<file path="config.mk">
export PLATFORM = sky130hd
export DESIGN_NAME = int_mul
export DESIGN_NICKNAME = d
export VERILOG_FILES = /design/src/rtl/int_mul.sv
export SDC_FILE = /design/constraint.sdc
export NUM_CORES = 1
export LEC_CHECK = 0
export CAP_MARGIN = 25
export CORE_MARGIN = 2
export CORE_UTILIZATION = 40
export CTS_CLUSTER_DIAMETER = 200
export DETAILED_ROUTE_END_ITERATION = 12
export GPL_TIMING_DRIVEN = 0
export PLACE_DENSITY = 0.66
export SLEW_MARGIN = 20
export SYNTH_ARGS = -nofsm -noshare
export SYNTH_HDL_FRONTEND = slang
export SYNTH_SLANG_ARGS = --single-unit
</file>
<file path="constraint.sdc">
create_clock -name i_clk -period 5.2 [get_ports i_clk]
set_clock_uncertainty 0.15 [all_clocks]
set_input_delay 1.04 -clock i_clk [delete_from_list [all_inputs] [get_ports i_clk]]
set_output_delay 1.04 -clock i_clk [all_outputs]
set_load 0.02 [all_outputs]
</file>
<file path="src/rtl/int_mul.sv">
`default_nettype none
// ============================================================================
// Module   : int_mul
// Purpose  : Iterative radix-2 shift-add multiplier for the RV32M path.
//            Multiplies two WIDTH-bit operands with per-operand signedness
//            and returns the full 2*WIDTH-bit product split into low and
//            high words. That covers MUL, MULH, MULHSU and MULHU.
//            It uses the same handshake as int_div: a one-cycle start strobe,
//            and a result held with o_valid high until the next start.
// Ports    : i_clk        rising-edge clock
//            i_rst_n      asynchronous active-low reset
//            i_valid      start strobe (accepted in IDLE or DONE)
//            i_a, i_b     multiplicand / multiplier
//            i_a_signed   i_a is two's complement when 1
//            i_b_signed   i_b is two's complement when 1
//            o_busy       iteration in progress
//            o_valid      result valid (held until next start)
//            o_product_lo product bits [WIDTH-1:0]
//            o_product_hi product bits [2*WIDTH-1:WIDTH]
// Revision : 1.0 - initial release
// ============================================================================
module int_mul #(
  parameter int WIDTH = 32
) (
  input  logic             i_clk,
  input  logic             i_rst_n,
  input  logic             i_valid,
  input  logic [WIDTH-1:0] i_a,
  input  logic [WIDTH-1:0] i_b,
  input  logic             i_a_signed,
  input  logic             i_b_signed,
  output logic             o_busy,
  output logic             o_valid,
  output logic [WIDTH-1:0] o_product_lo,
  output logic [WIDTH-1:0] o_product_hi
);

  localparam int CW = $clog2(WIDTH);

  typedef enum logic [1:0] {
    IDLE = 2'd0,
    CALC = 2'd1,
    DONE = 2'd2
  } state_t;

  state_t             state;
  logic [CW-1:0]      count;
  logic [2*WIDTH:0]   acc;
  logic [WIDTH-1:0]   mag_a;
  logic               sign_p;

  // Operand magnitudes at capture time. Negating the most negative value
  // wraps back to itself, and that is also its correct unsigned magnitude.
  logic               neg_a;
  logic               neg_b;
  logic [WIDTH-1:0]   in_mag_a;
  logic [WIDTH-1:0]   in_mag_b;

  assign neg_a    = i_a_signed & i_a[WIDTH-1];
  assign neg_b    = i_b_signed & i_b[WIDTH-1];
  assign in_mag_a = neg_a ? -i_a : i_a;
  assign in_mag_b = neg_b ? -i_b : i_b;

  // One shift-add step. The upper half is kept one bit wider than an operand
  // so that the carry out of the add is not lost before the right shift.
  logic [WIDTH:0]     sum;
  logic [2*WIDTH:0]   acc_next;
  logic [2*WIDTH-1:0] mag_p;
  logic [2*WIDTH-1:0] product;

  assign sum      = acc[2*WIDTH:WIDTH] + (acc[0] ? {1'b0, mag_a} : '0);
  assign acc_next = {1'b0, sum, acc[WIDTH-1:1]};
  assign mag_p    = acc_next[2*WIDTH-1:0];
  // A zero magnitude negates to zero, so no special case is needed for
  // sign_p with a zero product.
  assign product  = sign_p ? -mag_p : mag_p;

  logic accept;
  assign accept = i_valid && ((state == IDLE) || (state == DONE));

  always_ff @(posedge i_clk or negedge i_rst_n) begin
    if (!i_rst_n) begin
      state        <= IDLE;
      count        <= '0;
      acc          <= '0;
      mag_a        <= '0;
      sign_p       <= 1'b0;
      o_busy       <= 1'b0;
      o_valid      <= 1'b0;
      o_product_lo <= '0;
      o_product_hi <= '0;
    end else begin
      case (state)
        IDLE, DONE: begin
          if (accept) begin
            state   <= CALC;
            count   <= '0;
            acc     <= {{(WIDTH+1){1'b0}}, in_mag_b};
            mag_a   <= in_mag_a;
            sign_p  <= neg_a ^ neg_b;
            o_busy  <= 1'b1;
            o_valid <= 1'b0;
          end
        end
        CALC: begin
          acc   <= acc_next;
          count <= count + 1'b1;
          // The final iteration's value goes straight to the outputs, so the
          // result appears on the same edge that enters DONE.
          if (count == CW'(WIDTH - 1)) begin
            state        <= DONE;
            o_busy       <= 1'b0;
            o_valid      <= 1'b1;
            o_product_lo <= product[WIDTH-1:0];
            o_product_hi <= product[2*WIDTH-1:WIDTH];
          end
        end
        default: begin
          state   <= IDLE;
          o_busy  <= 1'b0;
          o_valid <= 1'b0;
        end
      endcase
    end
  end

endmodule
`default_nettype wire

</file>
==> metrics, run 1 <==
Max VDD drop=0.000346 V; chip width=173 um; Core Area=28500 um^2; Worst Hold Launch=mag_a[20]; Leak Pwr=5.75 nW; GR Util All Layers=23.2%; Hold Crit Depth=2; CP Class=register to register; most common cell in the netlist=nand2_1; Arrival @ worst endpoint=5050 ps; Relative slew margins=36.3%; slowest stage delay, CP=640 ps; final wirelength=34500 um; setup ws final=317 ps; Final Non-Filler Cells=1880; ys flop type=dfrtp_1; pre-CTS WS=274 ps; pwr dens=589 nW/um^2; Crit Reg-Reg Startpoint=acc[0]; flops & latches, synth=169; Via density=5.60; CTS H-tree lvls=4; RSZ-0062 raised after global routing=no; FF-to-FF End=o_product_hi[24]; Yosys warnings=0; setup slack, reg-to-reg=320 ps; post-route ant nets=0; Hold Path Sink=mag_a[20]; Fillers=2729; status=finished, final reports clean; die height=173 um; TritonCTS buffer count=17; Pre-antenna DRT Iters=5; area grow syn2layout=21.7%; RePlAce Congestion=0.946; Syn Area/Cell=8.64 um^2; initial drt markers=994; row count=62; initial antenna violation count=0; Reg clk slew, reported paths=70 ps; Hold WC Path Type=register to register; Slowest-stage cell, CP=a2111oi_4; # clock sinks=169; die area=30100 um^2; num ports=135; register area share after synthesis=36.9%; Max-Cap Viols=0; initial core utilization=40.3%; number of synthesized flops with an enable pin=0; Power Total=8.23 mW; TritonCTS clock tree=yes; Yosys top cell area share=36.9%; Final Setup Violations=0; total gr overflow=0; Synth Cell Area=11500 um^2; Antenna Cells=0; fin. max-slew vios=0; Nets=1590; Skew-Pair Late Insertion Delay=450 ps; synth top area cells=dfrtp_1, o21ai_0, nand2_1; Via Count=10500; hold slack=327 ps; Synth area leader=dfrtp_1; critical path required time=5370 ps; worst slew pin tran=955 ps; post-synth cell types=91; minimum clock period=4880 ps; Root Driver=clkbuf_16; largest net degree at the start of global routing=87; clk buf depth=2; Max Freq=205 MHz; DRC Markers=0; share of layout cells above drive strength 1=6.15%; CP endpoint kind=register; global-route wire length before repair=55700 um; number of cells on the worst reg-to-reg path=14; Most common cell on crit path=xnor2_1; drt wl/cell=18.3 um; critical-path cell list=clkbuf_1 > and2_1 > ha_1 > fa_1 > a21o_1 > a221o_1 > a22oi_2 > nand2_2 > xnor2_1 > a2111oi_4 > nand3_1 > o41ai_1 > xnor2_1 > o21ai_1; Post-Syn Nets=1435; Post-synth top cells=nand2_1, o21ai_0, dfrtp_1; period utilization=93.9%; Largest delay share family, worst path=compound AO/OA/AOI/OAI gates; post-DP HPWL=26600 um; Worst Setup Start Kind=register; Crit Path Max Fanout=10; Hold Vio Cnt, Final=0; synthesized netlist cell count=1328; Post-synth ARST share=100%; Bufs and invs on worst path=1; vias in the first global route=10300; I/O Buffers=134; Placed Cells=1847
power by group:
part / internal [mW] / leakage, nW / total (mW) / switching [mW]
clock: 0.739 / 0.304 / 1.38 / 0.636
sequential: 1.81 / 2.18 / 2.23 / 0.420
combinational: 1.82 / 3.27 / 4.63 / 2.81
total: 4.36 / 5.75 / 8.23 / 3.87
cell usage in the layout (no fill, tap or decap), drive strengths merged, types with 5 or more instances in the layout:
cell           count
a211oi             6
a21o              17
a21oi             63
a22o              22
a22oi             32
a31oi              5
and2              48
and3               9
buf               18
clkbuf            77
clkdlybuf4s50    133
dfrtp            169
ha                37
inv               26
nand2            197
nand2b             9
nand3             24
nand4             10
nor2              66
nor2b              6
nor3              26
nor4              13
o211ai             9
o21ai            195
o31ai             23
o41ai             15
or3               14
or4                9
xnor2             66
xor2              75
how the worst max path moves through the flow:
stage	slack, ps	endpoint	cells past startpoint	start
2_1_floorplan	1200	o_product_hi[25]	14	acc[0]
3_3_place_gp	-4110	acc[48]	1	i_rst_n
3_5_place_dp	270	o_product_hi[25]	14	acc[0]
4_1_cts	260	o_product_hi[25]	14	acc[0]
5_1_grt	80	o_product_hi[24]	14	acc[0]
6_report	320	o_product_hi[24]	14	acc[0]
final cells by class:
type                    instances  area [um^2]  area share, %
repair buffers                136         1380           9.87
inverters                      15         56.3          0.403
multi-input cells            1069         6890           49.3
clock buffers                  17          425           3.05
clock inverters                15          195           1.40
well taps                     384          480           3.44
flip-flops and latches        169         4230           30.3
plain buffers                  75          315           2.26
worst register-to-register path: stages, from the launching register on:
cell	delay (ps)
dfrtp_1	430
clkbuf_1	210
and2_1	230
ha_1	230
fa_1	430
a21o_1	220
a221o_1	370
a22oi_2	290
nand2_2	130
xnor2_1	260
a2111oi_4	640
nand3_1	360
o41ai_1	540
xnor2_1	200
o21ai_1	80
through the flow:
step / cell area [um^2] / utilization (%) / TNS (ps)
after floorplan: 11500 / - / 0
after global placement: 13300 / 46.7 / -692340
after detailed placement: 13300 / 46.8 / 0
after CTS: 14000 / 49.0 / 0
after global routing: 14000 / 49.1 / 0
final: 14000 / 49.1 / 0
state kept, by name, indices dropped and copies added (netlist names):
register / cells
acc: 64
count: 5
mag_a: 32
o_busy: 1
o_product_hi: 32
o_product_lo: 32
o_valid: 1
sign_p: 1
state: 1
metal layers:
layer,track usage (%),up-vias,wire [um]
met3,3.82,43,2010
li1,-,5104,-
met4,7.56,0,681
met1,33.3,5012,16600
met5,0,-,0
met2,35.6,374,15200
repair_timing:
action,4_1_cts,5_1_grt
setup buffers,0,0
hold buffers,0,0
gates resized for setup,0,1
setup endpoints to repair,0,1
logic make-up (layout without fill, tap and decap cells):
| group | Yosys count | in the layout | share of synthesized area (%) |
|---|---|---|---|
| compound gates | 428 | 428 | 24.1 |
| xor+xnor | 141 | 141 | 10.9 |
| fa+ha+maj | 38 | 38 | 4.21 |
| buf+inv | 90 | 258 | 3.24 |
| flops | 169 | 169 | 36.9 |
| mux | 6 | 6 | 0.578 |
| simple gates | 456 | 456 | 20.1 |
Power figures use the tool's default switching activity.
==> run 2: changes to the inputs <==
ABC_CLOCK_PERIOD_IN_PS = 5200   (was not set)
CORE_UTILIZATION = 49   (was 40)
PLACE_DENSITY = 0.77   (was 0.66)
==> metrics, run 2 (synthesis results as in run 1) <==
Reg clk slew, reported paths=70 ps (about the same); Arrival @ worst endpoint=5090 ps (+40 ps); CP Class=register to register; vias in the first global route=10300 (+0.019%); chip width=157 um (-9.4%); Relative slew margins=28.1% (-8.2 points); cts repair resizes=0 (unchanged); Post-CTS Setup Bufs=0 (unchanged); Crit Path Max Fanout=10 (unchanged); Max-Cap Viols=0 (unchanged); CTS H-tree lvls=4 (unchanged); status=finished, final reports clean; fin. max-slew vios=0 (unchanged); Pre-antenna DRT Iters=6 (+1); fin util=60.8% (+12 points); Root Driver=clkbuf_16; Worst Setup Start Kind=register; period utilization=95.1% (+1.2 points); setup ws final=255 ps (-62.1 ps); area grow syn2layout=21.1%; largest register by flop count=acc; post-route ant nets=0 (unchanged); Nets=1590 (unchanged); initial drt markers=832 (-16%); crit path capture=o_product_hi[25]; minimum clock period=4950 ps (+62.1 ps); Leak Pwr=5.76 nW (+0.27%); hold slack=328 ps (+0.916 ps); setup slack, reg-to-reg=250 ps (-60 ps); Core Area=22800 um^2 (-20%); Hold WC Path Type=input pin to async pin; Via Count=10900 (+3.3%); clk buf depth=2 (unchanged); die area=24700 um^2 (-18%); I/O Buffers=134 (unchanged); row count=55 (-11%); FF-to-FF End=o_product_hi[25]; number of cells on the worst reg-to-reg path=14 (unchanged); Max VDD drop=0.000295 V (-15%); CP endpoint kind=register; Max Freq=202 MHz (-1.3%); pwr dens=596 nW/um^2 (+1.2%); largest net degree at the start of global routing=71 (-18%); RePlAce Congestion=0.934 (-1.2%); Power Total=8.28 mW (+0.69%); Final Setup Violations=0 (unchanged); initial core utilization=50.2% (+9.9 points); die height=157 um (-9.4%); drt wl/cell=18.9 um (+2.9%); Via density=6.01 (+7.3%); GR Util All Layers=28.1% (+4.9 points); post-DP HPWL=26000 um (-2.3%); Crit Reg-Reg Startpoint=acc[0]; worst slew pin tran=1070 ps (+116 ps); RSZ-0062 raised after global routing=no; share of layout cells above drive strength 1=6.15% (unchanged); DRC Markers=0 (unchanged); Placed Cells=1777 (-3.8%); total gr overflow=0 (unchanged); max reg flops=64 (unchanged); Hold Vio Cnt, Final=0 (unchanged); Antenna Cells=0 (unchanged); Skew-Pair Late Insertion Delay=440 ps (about the same); Final Non-Filler Cells=1809 (-3.8%); leading cell type in the layout, fill and taps excluded=nand2_1; Fillers=2008 (-26%); num ports=135 (unchanged); TritonCTS buffer count=17 (unchanged); global-route wire length before repair=54100 um (-2.7%); final wirelength=34100 um (-0.97%); critical path required time=5350 ps (-20 ps); TritonCTS clock tree=yes; most frequent cells in the layout=nand2_1, o21ai_0, dfrtp_1, clkdlybuf4s50_1, xor2_1; pre-CTS WS=363 ps (+88.9 ps); worst setup path start=acc[0]; # clock sinks=169 (unchanged); initial antenna violation count=0 (unchanged); hold buffers post-CTS=0 (unchanged)
-- run 2: final cells by class --
type                    instances  area, um^2  share of cell area (%)
plain buffers                  75         315                    2.27
multi-input cells            1069        6880                    49.5
flip-flops and latches        169        4230                    30.4
clock inverters                11         146                    1.05
well taps                     313         392                    2.82
clock buffers                  21         480                    3.46
inverters                      15        56.3                   0.405
repair buffers                136        1400                    10.1
-- run 2: how the worst min path moves through the flow --
stage                     startpoint  cells after the start         to  slack [ps]
final                        i_rst_n                      1    acc[12]         330
after global routing         i_rst_n                      1    acc[12]         350
after CTS                    i_rst_n                      1    acc[17]         330
after detailed placement   mag_a[31]                      2  mag_a[31]         320
after global placement      mag_a[2]                      2   mag_a[2]         310
after floorplan            mag_a[31]                      2  mag_a[31]         290
-- run 2: per-layer routing --
metal / part of all wire (%) / vias up / track usage (%)
met5: 0 / - / 0
met4: 1.9 / 0 / 8.14
met3: 7.0 / 54 / 5.59
met2: 45 / 437 / 43.3
met1: 47 / 5278 / 40.2
li1: - / 5109 / -
-- run 2: power by group --
group / total [mW] / internal [mW] / leakage [nW] / switching [mW]
registers: 2.25 / 1.81 / 2.18 / 0.439
logic: 4.66 / 1.82 / 3.27 / 2.84
clock network: 1.38 / 0.778 / 0.311 / 0.602
total: 8.28 / 4.40 / 5.76 / 3.88
-- run 2: worst max-delay path, stage by stage, from the launching register on --
cell,delay [ps]
dfrtp_1,440
clkbuf_1,320
and2_1,270
ha_1,220
fa_1,480
or3_1,440
or2_1,270
or4b_1,560
a21o_1,220
nand4b_4,180
a211oi_2,440
nand2_1,230
o31ai_1,310
xor2_1,200
o21ai_0,90
-- run 2: per-stage QoR --
stage | setup TNS [ps] | area, um^2
floorplan | 0 | 11500
global route | 0 | 13900
detailed placement | 0 | 13300
global placement | -667250 | 13200
finish | 0 | 13900
CTS | 0 | 13900
==> run 3: changes to the inputs <==
CTS_BUF_LIST = sky130_fd_sc_hd__clkbuf_4   (was not set)
==> metrics, run 3 (synthesis results as in run 1) <==
Via Count=10800 (-0.59%); initial drt markers=1025 (+23%); Max Freq=204 MHz (+0.65%); area of the multi-input gates=6880 um^2 (unchanged); fin area=13600 um^2 (-2.4%); Switching Fraction=49.1% (+2.3 points); row count=55 (unchanged); sequential share of power=29.0% (+1.9 points); P_int=3.92 mW (-11%); Nets=1590 (unchanged); largest register by flop count=acc; CP endpoint kind=register; Hold WC Path Type=input pin to async pin; Reg area=4230 um^2 (unchanged); drt wl/cell=18.5 um (-1.9%); Max-Cap Viols=0 (unchanged); critical path required time=5500 ps (+150 ps); max reg flops=64 (unchanged); chip width=157 um (unchanged); Root Driver=clkbuf_4; cts repair resizes=0 (unchanged); initial antenna violation count=1 (+1); RSZ-0062 raised after global routing=no; Slowest-stage cell, CP=or4b_1; Final Setup Violations=0 (unchanged); die area=24700 um^2 (unchanged); I/O Buffers=134 (unchanged); most frequent cells in the layout=nand2_1, o21ai_0, dfrtp_1, clkdlybuf4s50_1, xor2_1; clk buf depth=2 (unchanged); hold buffers post-CTS=0 (unchanged); TritonCTS clock tree=yes; Post-CTS Setup Bufs=0 (unchanged); # clock sinks=169 (unchanged); vias in the first global route=10200 (-1.1%); Max VDD drop=0.000216 V (-27%); post-route ant nets=0 (unchanged); sw power=3.78 mW (-2.5%); Worst Setup Start Kind=register; final wirelength=33500 um (-1.9%); Arrival @ worst endpoint=5220 ps (+130 ps); Via density=5.97 (-0.64%); Fillers=2050 (+2.1%); CP Class=register to register; leading cell type in the layout, fill and taps excluded=nand2_1; initial core utilization=50.2% (unchanged); Area after DPL=13300 um^2 (unchanged); Pre-antenna DRT Iters=5 (-1); largest net degree at the start of global routing=71 (unchanged); DRC Markers=0 (unchanged); GR Util All Layers=27.6% (-0.51 points); global-route wire length before repair=53400 um (-1.4%); Power Total=7.70 mW (-7.1%); period utilization=94.5% (-0.61 points); slowest stage delay, CP=560 ps (about the same); die height=157 um (unchanged); minimum clock period=4910 ps (-31.7 ps); pwr dens=567 nW/um^2 (-4.8%); Leak Pwr=5.61 nW (-2.7%); Clock power frac=10.7% (-6.0 points); CTS H-tree lvls=4 (unchanged); fin. max-slew vios=0 (unchanged); Core Area=22800 um^2 (unchanged); num ports=135 (unchanged); Skew-Pair Late Insertion Delay=600 ps (+160 ps); worst slew pin tran=1040 ps (-30.7 ps); RePlAce Congestion=0.934 (unchanged); Relative slew margins=30.2% (+2.1 points); critical-path cell list=clkbuf_1 > and2_1 > ha_1 > fa_1 > or3_1 > or2_1 > or4b_1 > a21o_1 > nand4b_4 > a211oi_2 > nand2_1 > o31ai_1 > xor2_1 > o21ai_0; share of layout cells above drive strength 1=5.88% (-0.27 points); TritonCTS buffer count=17 (unchanged); Reg clk slew, reported paths=160 ps (+90 ps); Gate power share=60.3% (+4.1 points); Crit Path Max Fanout=10 (unchanged); total gr overflow=0 (unchanged); post-DP HPWL=26000 um (unchanged); Hold Vio Cnt, Final=0 (unchanged); area grow syn2layout=18.2%; status=finished, final reports clean
==> run 3: worst max-delay path, delay by kind of cell, from the launching register on <==
kind	cells	cell delay, ps
buffers and inverters	1	310
flip-flops	1	460
AO/OA/AOI/OAI	4	1030
adder cells (fa/ha/maj)	2	700
XOR/XNOR	1	200
AND/OR/NAND/NOR	6	1910
==> run 3: power by group through the flow <==
stage	Sequential, mW	Clock [mW]	Combinational, mW
global route	2.29	0.877	5.08
floorplan	2.25	0	3.16
global placement	2.22	0	4.42
finish	2.23	0.825	4.64
detailed placement	2.24	0	4.55
CTS	2.22	0.830	4.56
==> run 3: final timing paths <==
check / start / endpoint / slack [ps] / cells after the start
worst max-delay path: acc[0] / o_product_hi[25] / 290 / 14
worst min-delay path: i_rst_n / o_product_lo[13] / 150 / 1
worst max register to register: acc[0] / o_product_hi[25] / 290 / 14
worst min register to register: o_product_hi[13] / o_product_hi[13] / 350 / 2
max in group asynchronous: i_rst_n / acc[49] / 3770 / 3
min in group i_clk: o_product_hi[13] / o_product_hi[13] / 350 / 2
==> run 3: metal layers <==
layer  GRT usage (%)  vias up  share of wire, %
li1                -     5105                 -
met1            40.2     5234                46
met2            42.3      420                44
met3            4.79       55               7.8
met4            7.88        0               2.0
met5               0        -                 0
==> run 3: stage by stage <==
stage | TNS (ps) | hold slack, ps | util, % | setup WS (ps) | instances
2_1_floorplan | 0 | 292 | - | 1200 | 1328
3_3_place_gp | -667250 | 305 | 57.8 | -3970 | 1775
3_5_place_dp | 0 | 320 | 58.1 | 363 | 1777
4_1_cts | 0 | 142 | 59.4 | 311 | 1809
5_1_grt | 0 | 155 | 59.4 | 58.5 | 1810
6_report | 0 | 154 | 59.4 | 286 | 1810
==> run 3: final cells by class <==
class	instances	area share [%]
clock inverter	15	1.19
buffer	75	2.32
clock buffer	17	0.941
tap	313	2.89
sequential	169	31.2
antenna	1	0.0184
multi-input combinational	1069	50.7
inverter	15	0.415
timing repair buffer	136	10.3
